==> config.mk <==
export PLATFORM = sky130hd
export DESIGN_NAME = input_buffer_fifo
export DESIGN_NICKNAME = d
export VERILOG_FILES = /design/src/rtl/input_buffer_pkg.sv /design/src/rtl/input_buffer_ptr.sv /design/src/rtl/input_buffer_fifo.sv
export SDC_FILE = /design/constraint.sdc
export NUM_CORES = 1
export LEC_CHECK = 0
export BUFFER_PORTS_ARGS = -buffer_cell sky130_fd_sc_hd__buf_2
export CORE_MARGIN = 2
export CORE_UTILIZATION = 45
export CTS_BUF_LIST = sky130_fd_sc_hd__clkbuf_16
export DETAILED_ROUTE_END_ITERATION = 16
export PLACE_DENSITY = 0.64
export SETUP_SLACK_MARGIN = 0.15
export SLEW_MARGIN = 20
export SYNTH_ARGS = -nofsm -noshare
export SYNTH_HDL_FRONTEND = slang
export SYNTH_SLANG_ARGS = --single-unit
==> constraint.sdc <==
create_clock -name clk -period 2.2 [get_ports clk]
set_input_delay 0.33 -clock clk [delete_from_list [all_inputs] [get_ports clk]]
set_output_delay 0.33 -clock clk [all_outputs]
set_load 0.02 [all_outputs]
==> src/rtl/input_buffer_pkg.sv <==
// Shared types and sizing helpers for the router input-port buffer.
package input_buffer_pkg;

    localparam int DEFAULT_WIDTH = 16;
    localparam int DEFAULT_DEPTH = 4;

    typedef logic [DEFAULT_WIDTH-1:0] flit_t;

    // Ceiling log2; returns at least 1 so that a DEPTH of 1 still gets a 1-bit field.
    function automatic int clog2(input int value);
        int result;
        result = 0;
        while ((1 << result) < value) begin
            result = result + 1;
        end
        if (result == 0) begin
            result = 1;
        end
        return result;
    endfunction

endpackage

==> src/rtl/input_buffer_ptr.sv <==
// Wrapping pointer register. Wrap-around relies on the natural overflow of a
// power-of-two pointer width.
module input_buffer_ptr
    import input_buffer_pkg::*;
#(
    parameter int PTR_W = 2
) (
    input  logic             clk,
    input  logic             reset,
    input  logic             inc,
    output logic [PTR_W-1:0] ptr
);

    always_ff @(posedge clk or negedge reset) begin
        if (!reset) begin
            ptr <= '0;
        end else if (inc) begin
            ptr <= ptr + 1'b1;
        end
    end

endmodule

==> src/rtl/input_buffer_fifo.sv <==
// Router input-port buffer: first-word-fall-through FIFO with valid/ready on
// both sides and a one-cycle credit pulse returned upstream for every pop.
module input_buffer_fifo
    import input_buffer_pkg::*;
#(
    parameter int WIDTH = DEFAULT_WIDTH,
    parameter int DEPTH = DEFAULT_DEPTH
) (
    input  logic                         clk,
    input  logic                         reset,
    input  logic [WIDTH-1:0]             data_i,
    input  logic                         in_valid_i,
    output logic                         in_ready_o,
    output logic [WIDTH-1:0]             data_o,
    output logic                         out_valid_o,
    input  logic                         out_ready_i,
    output logic [clog2(DEPTH+1)-1:0]    count_o,
    output logic                         full_o,
    output logic                         empty_o,
    output logic                         credit_o
);

    localparam int PTR_W = clog2(DEPTH);
    localparam int CNT_W = clog2(DEPTH + 1);

    logic [PTR_W-1:0] wr_ptr;
    logic [PTR_W-1:0] rd_ptr;
    logic [CNT_W-1:0] count;
    logic             push;
    logic             pop;
    logic             credit;
    logic [WIDTH-1:0] mem_q [DEPTH];

    assign full_o      = (count == CNT_W'(DEPTH));
    assign empty_o     = (count == '0);
    // Ready depends on state only, so a full buffer never accepts even while popping.
    assign in_ready_o  = reset && !full_o;
    assign out_valid_o = !empty_o;
    assign push        = in_valid_i && in_ready_o;
    assign pop         = out_valid_o && out_ready_i;
    assign count_o     = count;
    assign credit_o    = credit;
    assign data_o      = empty_o ? '0 : mem_q[rd_ptr];

    input_buffer_ptr #(.PTR_W(PTR_W)) u_wr_ptr (
        .clk   (clk),
        .reset (reset),
        .inc   (push),
        .ptr   (wr_ptr)
    );

    input_buffer_ptr #(.PTR_W(PTR_W)) u_rd_ptr (
        .clk   (clk),
        .reset (reset),
        .inc   (pop),
        .ptr   (rd_ptr)
    );

    // Storage is deliberately unreset; data_o masks it while empty.
    for (genvar i = 0; i < DEPTH; i++) begin : g_entry
        logic [WIDTH-1:0] entry;

        always_ff @(posedge clk) begin
            if (push && (wr_ptr == PTR_W'(i))) begin
                entry <= data_i;
            end
        end

        assign mem_q[i] = entry;
    end

    always_ff @(posedge clk or negedge reset) begin
        if (!reset) begin
            count <= '0;
        end else begin
            case ({push, pop})
                2'b10:   count <= count + 1'b1;
                2'b01:   count <= count - 1'b1;
                default: count <= count;
            endcase
        end
    end

    always_ff @(posedge clk or negedge reset) begin
        if (!reset) begin
            credit <= 1'b0;
        end else begin
            credit <= pop;
        end
    end

    always @(posedge clk) begin
        if (reset) begin
            assert (count <= CNT_W'(DEPTH));
            assert (!(push && full_o));
            assert (!(pop && empty_o));
        end
    end

endmodule

==> results.md, run 1 <==
* Worst Setup End Kind: output port
* Hold path startpoint: data_i[9]
* Chip width at 84.46 um
* CTS max path bufs at 2
* Synthesized cell area at 2913 um2
* Power consumption at 5.566 mW
* First-pass GRT wire length at 8.880 mm
* Die area at 7133 um2
* Via-per-instance ratio at 5.249
* Status: complete, no violations
* DR iter-0 viols at 134
* Fmax at 480.4 MHz
* Nets at 233
* Leakage at 1.429 nW
* H-tree depth at 3
* I/O pins at 44
* Max Clock Skew at 0.005853 ns
* Placed instance area at 3284 um2
* Sequential share of the synthesized area at 72.85%
* Hold Worst Slack at 0.2189 ns
* Final WS setup at 0.1183 ns
* Fin Setup TNS at 0 ns
* Vias at 1,517
* Clk Latency, worst-skew pair at 0.33 ns
* Max Slew Vio Count at 0
* Worst R2R Start: count_o[2]$_DFFE_PN0P_
* Starting Density at 46.14%
* Period utilisation layout at 94.62%
* Clock sink total at 72
* Global route total overflow at 0
* 1st-pass router iterations at 4
* Routing usage on met2 at 31.24%
* Synth area leader: edfxtp_1
* Mapped Cells at 144
* EDFF count, synth at 64
* Share of layout cells above drive strength 1 at 53.77%
* Worst Path Required at 1.87 ns
* DRC at 0
* Synth Net Count at 170
* Final hold vios at 0
* Gpl congestion at 0.7270
* Finished layout cell area at 3749 um2
* Final setup viols at 0
* Slew HR at 73.61%
* Synth top area share at 65.98%
* Worst-Margin Slew at 0.3945 ns
* Reg2reg setup slack at 0.22 ns
* Post-synth top cells: edfxtp_1, and2_1, dfrtp_1, mux4_1, mux4_2
* Setup crit start kind: flip-flop
* Initial antenna violation count at 0
* Met3 Track Usage GR at 5.506%
* Clock-pin transition on the worst setup and hold timing paths at 0.05 ns
* Final WL at 5.523 mm
* FP Rows at 29
* Antenna Cells at 0
* Top-count cell post-synth: edfxtp_1
* Routing usage on met1 at 18.81%
* CTS tree: yes
* Crit path max fanout at 8
* Vias in the first global route at 1,703
* Setup Slack @ Placement at 0.1392 ns
* Yosys cell types at 22
* Avg Inst Size Synth at 20.23 um2
* Max VDD drop at 0.6863 mV
* Dominant cells by area after synthesis: edfxtp_1, mux4_1, dfrtp_1
* Post-DP HPWL at 3.552 mm
* Area Overhead vs Synth at 28.69%
* IO Port Bufs at 43
* Setup CP Type: flip-flop to output port
* Min-delay worst type: input port to flip-flop
* FF+latch count, synth at 72
* Max_cap viols at 0
* Antenna viol nets, final at 0
* RSZ-0062 raised after global routing: true
* Die H at 84.46 um
* CTS Buf Count at 9
* Async set or reset register ratio after synthesis at 11.11%
* GRT busiest layer: met2
* Total track usage at 17.51%
* Top_reg_cell synth: edfxtp_1
* Arr. time, crit path at 1.75 ns
* CORE AREA at 6314 um2
* Routed wire per std cell at 19.11 um
* Largest net degree at the start of global routing at 20
* Ys Warns at 0
* Crit path launch: u_rd_ptr.ptr[0]$_DFFE_PN0P_
* Fill count at 491
* PwrDens at 1485 nW/um2
* Root buffer selected by CTS: clkbuf_16
* Minimum clock period at 2.082 ns
## metrics by stage
step           std cells  util, %
6_report             289    59.37
3_5_place_dp         268    52.02
2_1_floorplan        144        -
4_1_cts              288    59.14
3_3_place_gp         268    52.02
5_1_grt              289    59.37
## critical path, stage by stage, from the launching register on
cell and delay, ns:
dfrtp_2 0.43, clkbuf_16 0.19, mux4_2 0.50, and2_4 0.18
buf_6 0.12
## sequential cells by signal, indices dropped and copies added (netlist names)
| name | cells |
|---|---|
| u_wr_ptr.ptr | 2 |
| credit_o | 1 |
| g_entry.entry | 64 |
| u_rd_ptr.ptr | 2 |
| count_o | 3 |
## worst paths after layout
path	end	cells after the start
max in group asynchronous	u_rd_ptr.ptr[0]$_DFFE_PN0P_	2
setup / recovery	data_o[3]	4
hold / removal	g_entry[1].entry[9]$_DFFE_PP_	1
setup reg to reg	count_o[2]$_DFFE_PN0P_	8
hold reg to reg	count_o[2]$_DFFE_PN0P_	1
min in group asynchronous	u_wr_ptr.ptr[1]$_DFFE_PN0P_	2
## per-layer routing
| metal | up-vias | routed length [um] |
|---|---|---|
| met3 | 14 | 209 |
| met1 | 786 | 2156 |
| li1 | 675 | - |
| met4 | 0 | 130 |
| met5 | - | 0 |
| met2 | 42 | 3027 |
## timing repair
action / in CTS / in global routing
hold buffers: 1 / 0
pin swaps: 4 / 4
endpoints found under the setup margin: 17 / 18
endpoints found under the hold margin: 8 / 0
cloned: 1 / 0
resized for setup: 57 / 5
buffers inserted: 2 / 1
## kinds of logic (layout without fill, tap and decap cells)
group,after synthesis,in the layout,share of synthesized area [%]
AOI/OAI and AO/OA,1,1,0.1717
adders and majority gates,6,6,2.835
muxes,17,17,13.79
and+or+nand+nor,29,29,5.928
DFF,72,72,72.85
xor gates and xnor gates,6,6,1.804
buffers and inverters,13,81,2.620
## power breakdown
part           internal [mW]  total [mW]  switching, mW
registers               1.71        1.82          0.116
logic                   1.28        2.36           1.08
clock network          0.866        1.38          0.518
## cell type report
cell class | instances | area [um2] | share of cell area [%]
flip-flops and latches | 72 | 2127 | 56.74
clock buffers | 9 | 225.2 | 6.008
inverters | 7 | 26.28 | 0.7009
repair buffers | 58 | 460.4 | 12.28
well taps | 77 | 96.34 | 2.570
multi-input cells | 59 | 750.7 | 20.03
clock inverters | 7 | 62.56 | 1.669
## layout by cell type, fill, tap and decap left out, types with 2 or more instances in the layout
cell / count
buf_2: 27
ha_1: 4
edfxtp_1: 64
inv_1: 7
dfrtp_2: 4
buf_6: 16
nand2_1: 2
xnor2_1: 3
buf_4: 12
clkinv_2: 4
clkbuf_16: 10
xor2_1: 3
and2_1: 4
dfrtp_1: 4
mux4_2: 16
and2_4: 17
(Power assumes the default switching activity.)
==> inputs of run 2 (changes only) <==
--- a/config.mk
+++ b/config.mk
@@ -11,5 +11,5 @@
 export CTS_BUF_LIST = sky130_fd_sc_hd__clkbuf_16
 export DETAILED_ROUTE_END_ITERATION = 16
-export PLACE_DENSITY = 0.64
+export PLACE_DENSITY = 0.67
 export SETUP_SLACK_MARGIN = 0.15
 export SLEW_MARGIN = 20
==> constraint.sdc (replaced) <==
create_clock -name clk -period 1.7 [get_ports clk]
set_input_delay 0 -clock clk [delete_from_list [all_inputs] [get_ports clk]]
set_output_delay 0 -clock clk [all_outputs]
set_load 0.02 [all_outputs]
==> run 2 against run 1 <==
- the run now ends with setup timing left
- total power increased by 39%
- clock skew increased by 0.0017 ns
- sequential share of layout area decreased by 5.3 points
- via count increased by 6.2%
- critical endpoint is now count_o[2]$_DFFE_PN0P_
- largest power group unchanged
- highest routed layer unchanged
==> results.md, run 2 (same netlist as run 1, synthesis figures left out) <==
* Status: finished, violations left
* Violated checks: setup timing
* Inst Count DP at 277 (+3.4%)
* Share of layout cells above drive strength 1 at 53.97% (+0.20 points)
* Minimum clock period at 1.847 ns
* CTS Buf Count at 9 (unchanged)
* Global route total overflow at 0 (unchanged)
* Max_cap viols at 0 (unchanged)
* Slew HR at 74.12% (+0.51 points)
* Most frequent CP cell: xor2_1
* Chip width at 84.46 um (unchanged)
* CTS tree: yes
* Critical Path Slowest Stage Cell: dfrtp_2
* Largest net degree at the start of global routing at 20 (unchanged)
* CP cell instances: or3_4 > and2_4 > ha_4 > inv_2 > fa_2 > xor2_1 > nor2_1 > xor2_1
* Final WS setup at -0.1469 ns (-0.2652 ns)
* PwrDens at 1865 nW/um2 (+26%)
* Max VDD drop at 1.011 mV (+47%)
* Antenna viol nets, final at 0 (unchanged)
* Fmax at 541.5 MHz
* Most common cell after layout, fill and taps aside: edfxtp_1
* Starting Density at 46.14% (unchanged)
* Clock sink total at 72 (unchanged)
* Final WL at 5.937 mm (+7.5%)
* First-pass GRT wire length at 8.887 mm (about the same)
* CP peak stage delay at 0.43 ns (-0.07 ns)
* Gpl congestion at 0.7308 (+0.52%)
* 1st-pass router iterations at 4 (unchanged)
* CORE AREA at 6314 um2 (unchanged)
* Routing usage on met2 at 30.30% (-0.94 points)
* Arr. time, crit path at 2.05 ns (+0.30 ns)
* Fill count at 431 (-12%)
* Met3 Track Usage GR at 6.293% (+0.79 points)
* Die H at 84.46 um (unchanged)
* Nets at 261 (+12%)
* Setup Slack @ Placement at -0.1336 ns (-0.2728 ns)
* Max Clock Skew at 0.007520 ns (+0.001667 ns)
* Die area at 7133 um2 (unchanged)
* Via-per-instance ratio at 5.098 (-2.9%)
* DRC at 0 (unchanged)
* I/O pins at 44 (unchanged)
* Root buffer selected by CTS: clkbuf_16
* Antenna Cells at 0 (unchanged)
* Period utilisation layout at 108.6%
* Power consumption at 7.711 mW (+39%)
* FP Rows at 29 (unchanged)
* IO Port Bufs at 43 (unchanged)
* Vias at 1,611 (+6.2%)
* Max Slew Vio Count at 0 (unchanged)
* RSZ-0062 raised after global routing: true
* Crit path max fanout at 3 (-5)
* CP delay by family, top: simple AND/OR/NAND/NOR gates
* Routing usage on met1 at 19.53% (+0.71 points)
* Routed wire per std cell at 18.79 um (-1.7%)
* Final setup viols at 18 (+18)
* GRT busiest layer: met2
* Leakage at 1.593 nW (+11%)
* Final hold vios at 0 (unchanged)
* Final Util at 65.50% (+6.1 points)
* Total track usage at 17.14% (-0.37 points)
* Min-delay worst type: input port to flip-flop
* Highest-count cells in the layout ignoring fill and taps: edfxtp_1, buf_2, and2_4, dlygate4sd3_1, buf_6
* Max FFs per register at 64 (unchanged)
* CTS max path bufs at 2 (unchanged)
* Area Overhead vs Synth at 41.97%
* Post-DP HPWL at 3.575 mm (+0.65%)
* Vias in the first global route at 1,723 (+1.2%)
* Clk Latency, worst-skew pair at 0.33 ns (about the same)
* H-tree depth at 3 (unchanged)
* Setup CP Type: flip-flop to flip-flop
* Clock-pin transition on the worst setup and hold timing paths at 0.05 ns (about the same)
* Finished Layout Cells at 316 (+9.3%)
* Reg area at 2127 um2 (unchanged)
* Initial antenna violation count at 0 (unchanged)
* Top reg by flops: g_entry.entry
* DR iter-0 viols at 142 (+6.0%)
* Worst Setup End Kind: flip-flop
* Worst Path Required at 1.90 ns (+0.03 ns)
* Worst-Margin Slew at 0.3869 ns (-0.007612 ns)
* Area of the multi-input gates at 779.5 um2 (+3.8%)
* Setup crit start kind: flip-flop
* Buffers & Inverters on Critical Path at 1 (-1)
## run 2: final timing paths
path / depth (start not counted) / slack (ns) / endpoint / start
setup reg to reg: 8 / -0.15 / count_o[2]$_DFFE_PN0P_ / count_o[1]$_DFFE_PN0P_
min in group asynchronous: 2 / 0.16 / credit_o$_DFF_PN0_ / reset
max in group asynchronous: 2 / 1.24 / count_o[2]$_DFFE_PN0P_ / reset
hold reg to reg: 2 / 0.57 / count_o[2]$_DFFE_PN0P_ / count_o[2]$_DFFE_PN0P_
hold / removal: 3 / 0.08 / credit_o$_DFF_PN0_ / out_ready_i
setup / recovery: 8 / -0.15 / count_o[2]$_DFFE_PN0P_ / count_o[1]$_DFFE_PN0P_
## run 2: metal layers
metal | vias to the layer above | part of all wire (%)
li1 | 730 | -
met3 | 7 | 3.4
met5 | - | 0
met1 | 837 | 41
met2 | 37 | 54
met4 | 0 | 1.4
## run 2: where the power goes
part	internal, mW	switching [mW]	total, mW
sequential	2.21	0.143	2.36
combinational	1.96	1.51	3.47
clock	1.25	0.634	1.89
total	5.42	2.29	7.71
## run 2: what timing repair did
item	CTS	global route
gates resized for setup	34	43
cloned	1	2
setup buffers	2	1
endpoints found under the setup margin	30	64
hold buffers	18	0
pin swaps	6	12
endpoints found under the hold margin	73	0
## run 2: layout make-up
class                      count  share of cell area (%)
clock buffer                   9                   5.446
clock inverter                 6                   1.815
inverter                       7                  0.6354
multi-input combinational     59                   18.85
sequential                    72                   51.44
tap                           77                   2.330
timing repair buffer          86                   19.49
## run 2: worst reg2reg max path, cell delays in order (launching register included)
cell and delay [ns]:
dfrtp_2 0.43, or3_4 0.37, and2_4 0.16, ha_4 0.16, inv_2 0.05, fa_2 0.18, xor2_1 0.15, nor2_1 0.07
xor2_1 0.16
## run 2: metrics by stage
step	cell area (um2)	TNS (ns)	hold slack [ns]
after global routing	4135	-1.338	0.08928
after detailed placement	3392	-0.2227	-0.1271
after floorplan	2969	-0.5035	-0.2956
after CTS	3975	-1.135	0.06623
after global placement	3392	-0.1012	-0.1410
final	4135	-0.4998	0.08473
==> inputs of run 3 (changes only) <==
--- a/config.mk
+++ b/config.mk
@@ -16,3 +16,4 @@
 export SYNTH_ARGS = -nofsm -noshare
 export SYNTH_HDL_FRONTEND = slang
+export SYNTH_HIERARCHICAL = 1
 export SYNTH_SLANG_ARGS = --single-unit
==> constraint.sdc (replaced) <==
create_clock -name clk -period 1.7 [get_ports clk]
set_input_delay 0 -clock clk [delete_from_list [all_inputs] [get_ports clk]]
set_output_delay 0 -clock clk [all_outputs]
set_load 0.01 [all_outputs]
==> run 3 against run 2 <==
- the flow still finishes with violations (setup timing)
- synthesized cell count fell by 4.2%
- final cell count increased by 0.95%
- area after synthesis down 1.1%
- sequential cell count stayed put
- global-route usage hardly changed
- non-clock buffer count grew 7
- critical path type unchanged
==> results.md, run 3 <==
* Total track usage at 17.14% (about the same)
* DR iter-0 viols at 81 (-43%)
* Ys Warns at 6 (+6)
* Nets at 259 (-0.77%)
* Highest-count cells in the layout ignoring fill and taps: edfxtp_1, buf_2, dlygate4sd3_1, buf_6, nor2b_1
* CTS max path bufs at 2 (unchanged)
* Sequential share of the synthesized area at 73.64% (+0.79 points)
* Max Slew Vio Count at 0 (unchanged)
* Clock-pin transition on the worst setup and hold timing paths at 0.05 ns (about the same)
* Synthesized cell area at 2882 um2 (-1.1%)
* PwrDens at 1686 nW/um2 (-9.6%)
* Leakage at 1.619 nW (+1.6%)
* Routed length on met2 at 3.049 mm (-5.4%)
* Die area at 7059 um2 (-1.0%)
* Violated checks: setup timing
* Arr. time, crit path at 2.14 ns (+0.09 ns)
* Gpl congestion at 0.7848 (+7.4%)
* Crit path max fanout at 2 (-1)
* Final hold vios at 0 (unchanged)
* Vias at 1,604 (-0.43%)
* Synth Net Count at 160 (-5.9%)
* Finished layout cell area at 4194 um2 (+1.4%)
* Avg Inst Size Synth at 20.88 um2 (+3.2%)
* Async set or reset register ratio after synthesis at 11.11% (unchanged)
* IO Port Bufs at 43 (unchanged)
* Status: finished, violations left
* Inst Count DP at 272 (-1.8%)
* Top reg by flops: g_entry.entry
* CTS tree: yes
* Finished Layout Cells at 319 (+0.95%)
* Final WL at 5.613 mm (-5.5%)
* 1st-pass router iterations at 4 (unchanged)
* Global route total overflow at 0 (unchanged)
* Chip width at 84.02 um (-0.52%)
* EDFF count, synth at 64 (unchanged)
* Antenna Cells at 0 (unchanged)
* Fill count at 429 (-0.46%)
* Hold Worst Slack at 0.1410 ns (+0.05625 ns)
* Final setup viols at 77 (+59)
* Fin Setup TNS at -11.17 ns (-10.67 ns)
* Vias in the first global route at 1,680 (-2.5%)
* Largest net degree at the start of global routing at 19 (-5.0%)
* FP Rows at 29 (unchanged)
* FF+latch count, synth at 72 (unchanged)
* Yosys cell types at 23 (+4.5%)
* RSZ-0062 raised after global routing: true
* Max FFs per register at 64 (unchanged)
* Area Overhead vs Synth at 45.55%
* Synth area leader: edfxtp_1
* Mapped Cells at 138 (-4.2%)
* CTS Buf Count at 9 (unchanged)
* Most common cell after layout, fill and taps aside: edfxtp_1
* Top_reg_cell synth: edfxtp_1
* Via-per-instance ratio at 5.028 (-1.4%)
* Worst Setup End Kind: flip-flop
* Clk Latency, worst-skew pair at 0.32 ns (about the same)
* Root buffer selected by CTS: clkbuf_16
* Minimum clock period at 1.903 ns (+0.05573 ns)
* Slew HR at 73.75% (-0.37 points)
* Routed wire per std cell at 17.60 um (-6.3%)
* I/O pins at 44 (unchanged)
* Setup CP Type: flip-flop to flip-flop
* Starting Density at 45.90% (-0.23 points)
* Initial antenna violation count at 0 (unchanged)
* DRC at 0 (unchanged)
* Share of layout cells above drive strength 1 at 49.59% (-4.4 points)
* Max VDD drop at 1.056 mV (+4.4%)
* Max_cap viols at 0 (unchanged)
* Dominant cells by area after synthesis: edfxtp_1, mux4_2, dfrtp_1
* Post-synth top cells: edfxtp_1, nor2b_1, mux4_2, dfrtp_1
* Max Clock Skew at 0.004281 ns (-0.003239 ns)
* CORE AREA at 6277 um2 (-0.57%)
* Antenna viol nets, final at 0 (unchanged)
* Worst Path Required at 1.93 ns (+0.03 ns)
* Met3 WL post-DR at 178 um (-11%)
* Clock sink total at 72 (unchanged)
* First-pass GRT wire length at 8.859 mm (-0.32%)
* Top-count cell post-synth: edfxtp_1
* Final WS setup at -0.2026 ns (-0.05573 ns)
* Worst-Margin Slew at 0.3925 ns (+0.005581 ns)
* Highest metal used: met4
* Period utilisation layout at 111.9% (+3.3 points)
* Fmax at 525.6 MHz (-2.9%)
* DRT met1 WL at 2.299 mm (-5.4%)
* Setup crit start kind: flip-flop
* Synth top area share at 66.70% (+0.72 points)
* Power consumption at 7.069 mW (-8.3%)
* H-tree depth at 3 (unchanged)
* Min-delay worst type: input port to flip-flop
* Placed instance area at 3423 um2 (+0.92%)
* Die H at 84.02 um (-0.52%)
* Post-DP HPWL at 3.376 mm (-5.6%)
[run 3: changes by cell type after synthesis, moves of 2 or more]
cell,before,now
ha_1,5,1
mux4_2,8,10
mux4_1,8,6
nor2b_1,0,14
nor2b_4,0,3
and2_1,21,1
[run 3: power breakdown]
| group | internal [mW] | switching, mW | total [mW] |
|---|---|---|---|
| Sequential | 2.21 | 0.187 | 2.39 |
| Combinational | 1.50 | 1.10 | 2.61 |
| Clock | 1.42 | 0.653 | 2.07 |
| Total | 5.13 | 1.94 | 7.07 |
[run 3: worst paths after layout]
check	depth (start not counted)	from	slack [ns]	end
max	8	count_o[1]$_DFFE_PN0P_	-0.20	count_o[2]$_DFFE_PN0P_
min	4	in_valid_i	0.14	count_o[0]$_DFFE_PN0P_
min reg2reg	2	count_o[2]$_DFFE_PN0P_	0.58	count_o[2]$_DFFE_PN0P_
min in group asynchronous	2	reset	0.21	u_wr_ptr/ptr[0]$_DFFE_PN0P_
max in group asynchronous	2	reset	1.19	count_o[2]$_DFFE_PN0P_
max reg2reg	8	count_o[1]$_DFFE_PN0P_	-0.20	count_o[2]$_DFFE_PN0P_
[run 3: repair_timing]
action | CTS | global route
endpoints found under the hold margin | 72 | 0
hold buffers | 17 | 0
gates resized for setup | 21 | 7
buffers inserted | 6 | 5
setup endpoints to repair | 85 | 87
pin swaps | 4 | 3
gates cloned | 3 | 0
[run 3: routing by layer]
metal	global-route usage (%)	up-vias
met1	19.88	818
met4	5.865	0
met2	30.30	41
met5	0	-
li1	-	737
met3	4.946	8
[run 3: stage by stage]
step,setup WS [ns],util [%]
after global routing,-0.3159,66.81
after global placement,-0.1243,54.53
final,-0.2026,66.81
after CTS,-0.1971,65.88
after floorplan,-0.2528,-
after detailed placement,-0.1974,54.53
[run 3: worst max-delay path, cell delays in order, from the launching register on]
cell	delay, ns
dfrtp_2	0.40
or3b_4	0.42
nand3_4	0.09
ha_4	0.14
inv_2	0.04
fa_2	0.32
xor2_1	0.14
nor2_1	0.11
xor2_1	0.17
[run 3: cell families (layout without fill, tap and decap cells)]
group	Yosys count	after routing	synth area share, %
xor+xnor	7	7	2.128
fa+ha+maj	2	2	1.129
buf+inv	11	115	2.388
mux	17	17	13.63
flops	72	72	73.64
simple gates	29	29	7.078
[run 3: cell type report]
cell class	instances	area, um2	area share, %
sequential	72	2126	50.69
timing repair buffer	93	845.8	20.17
multi-input combinational	55	768.2	18.32
clock buffer	9	225.2	5.370
clock inverter	7	110.1	2.625
tap	77	96.34	2.297
inverter	6	22.52	0.5370
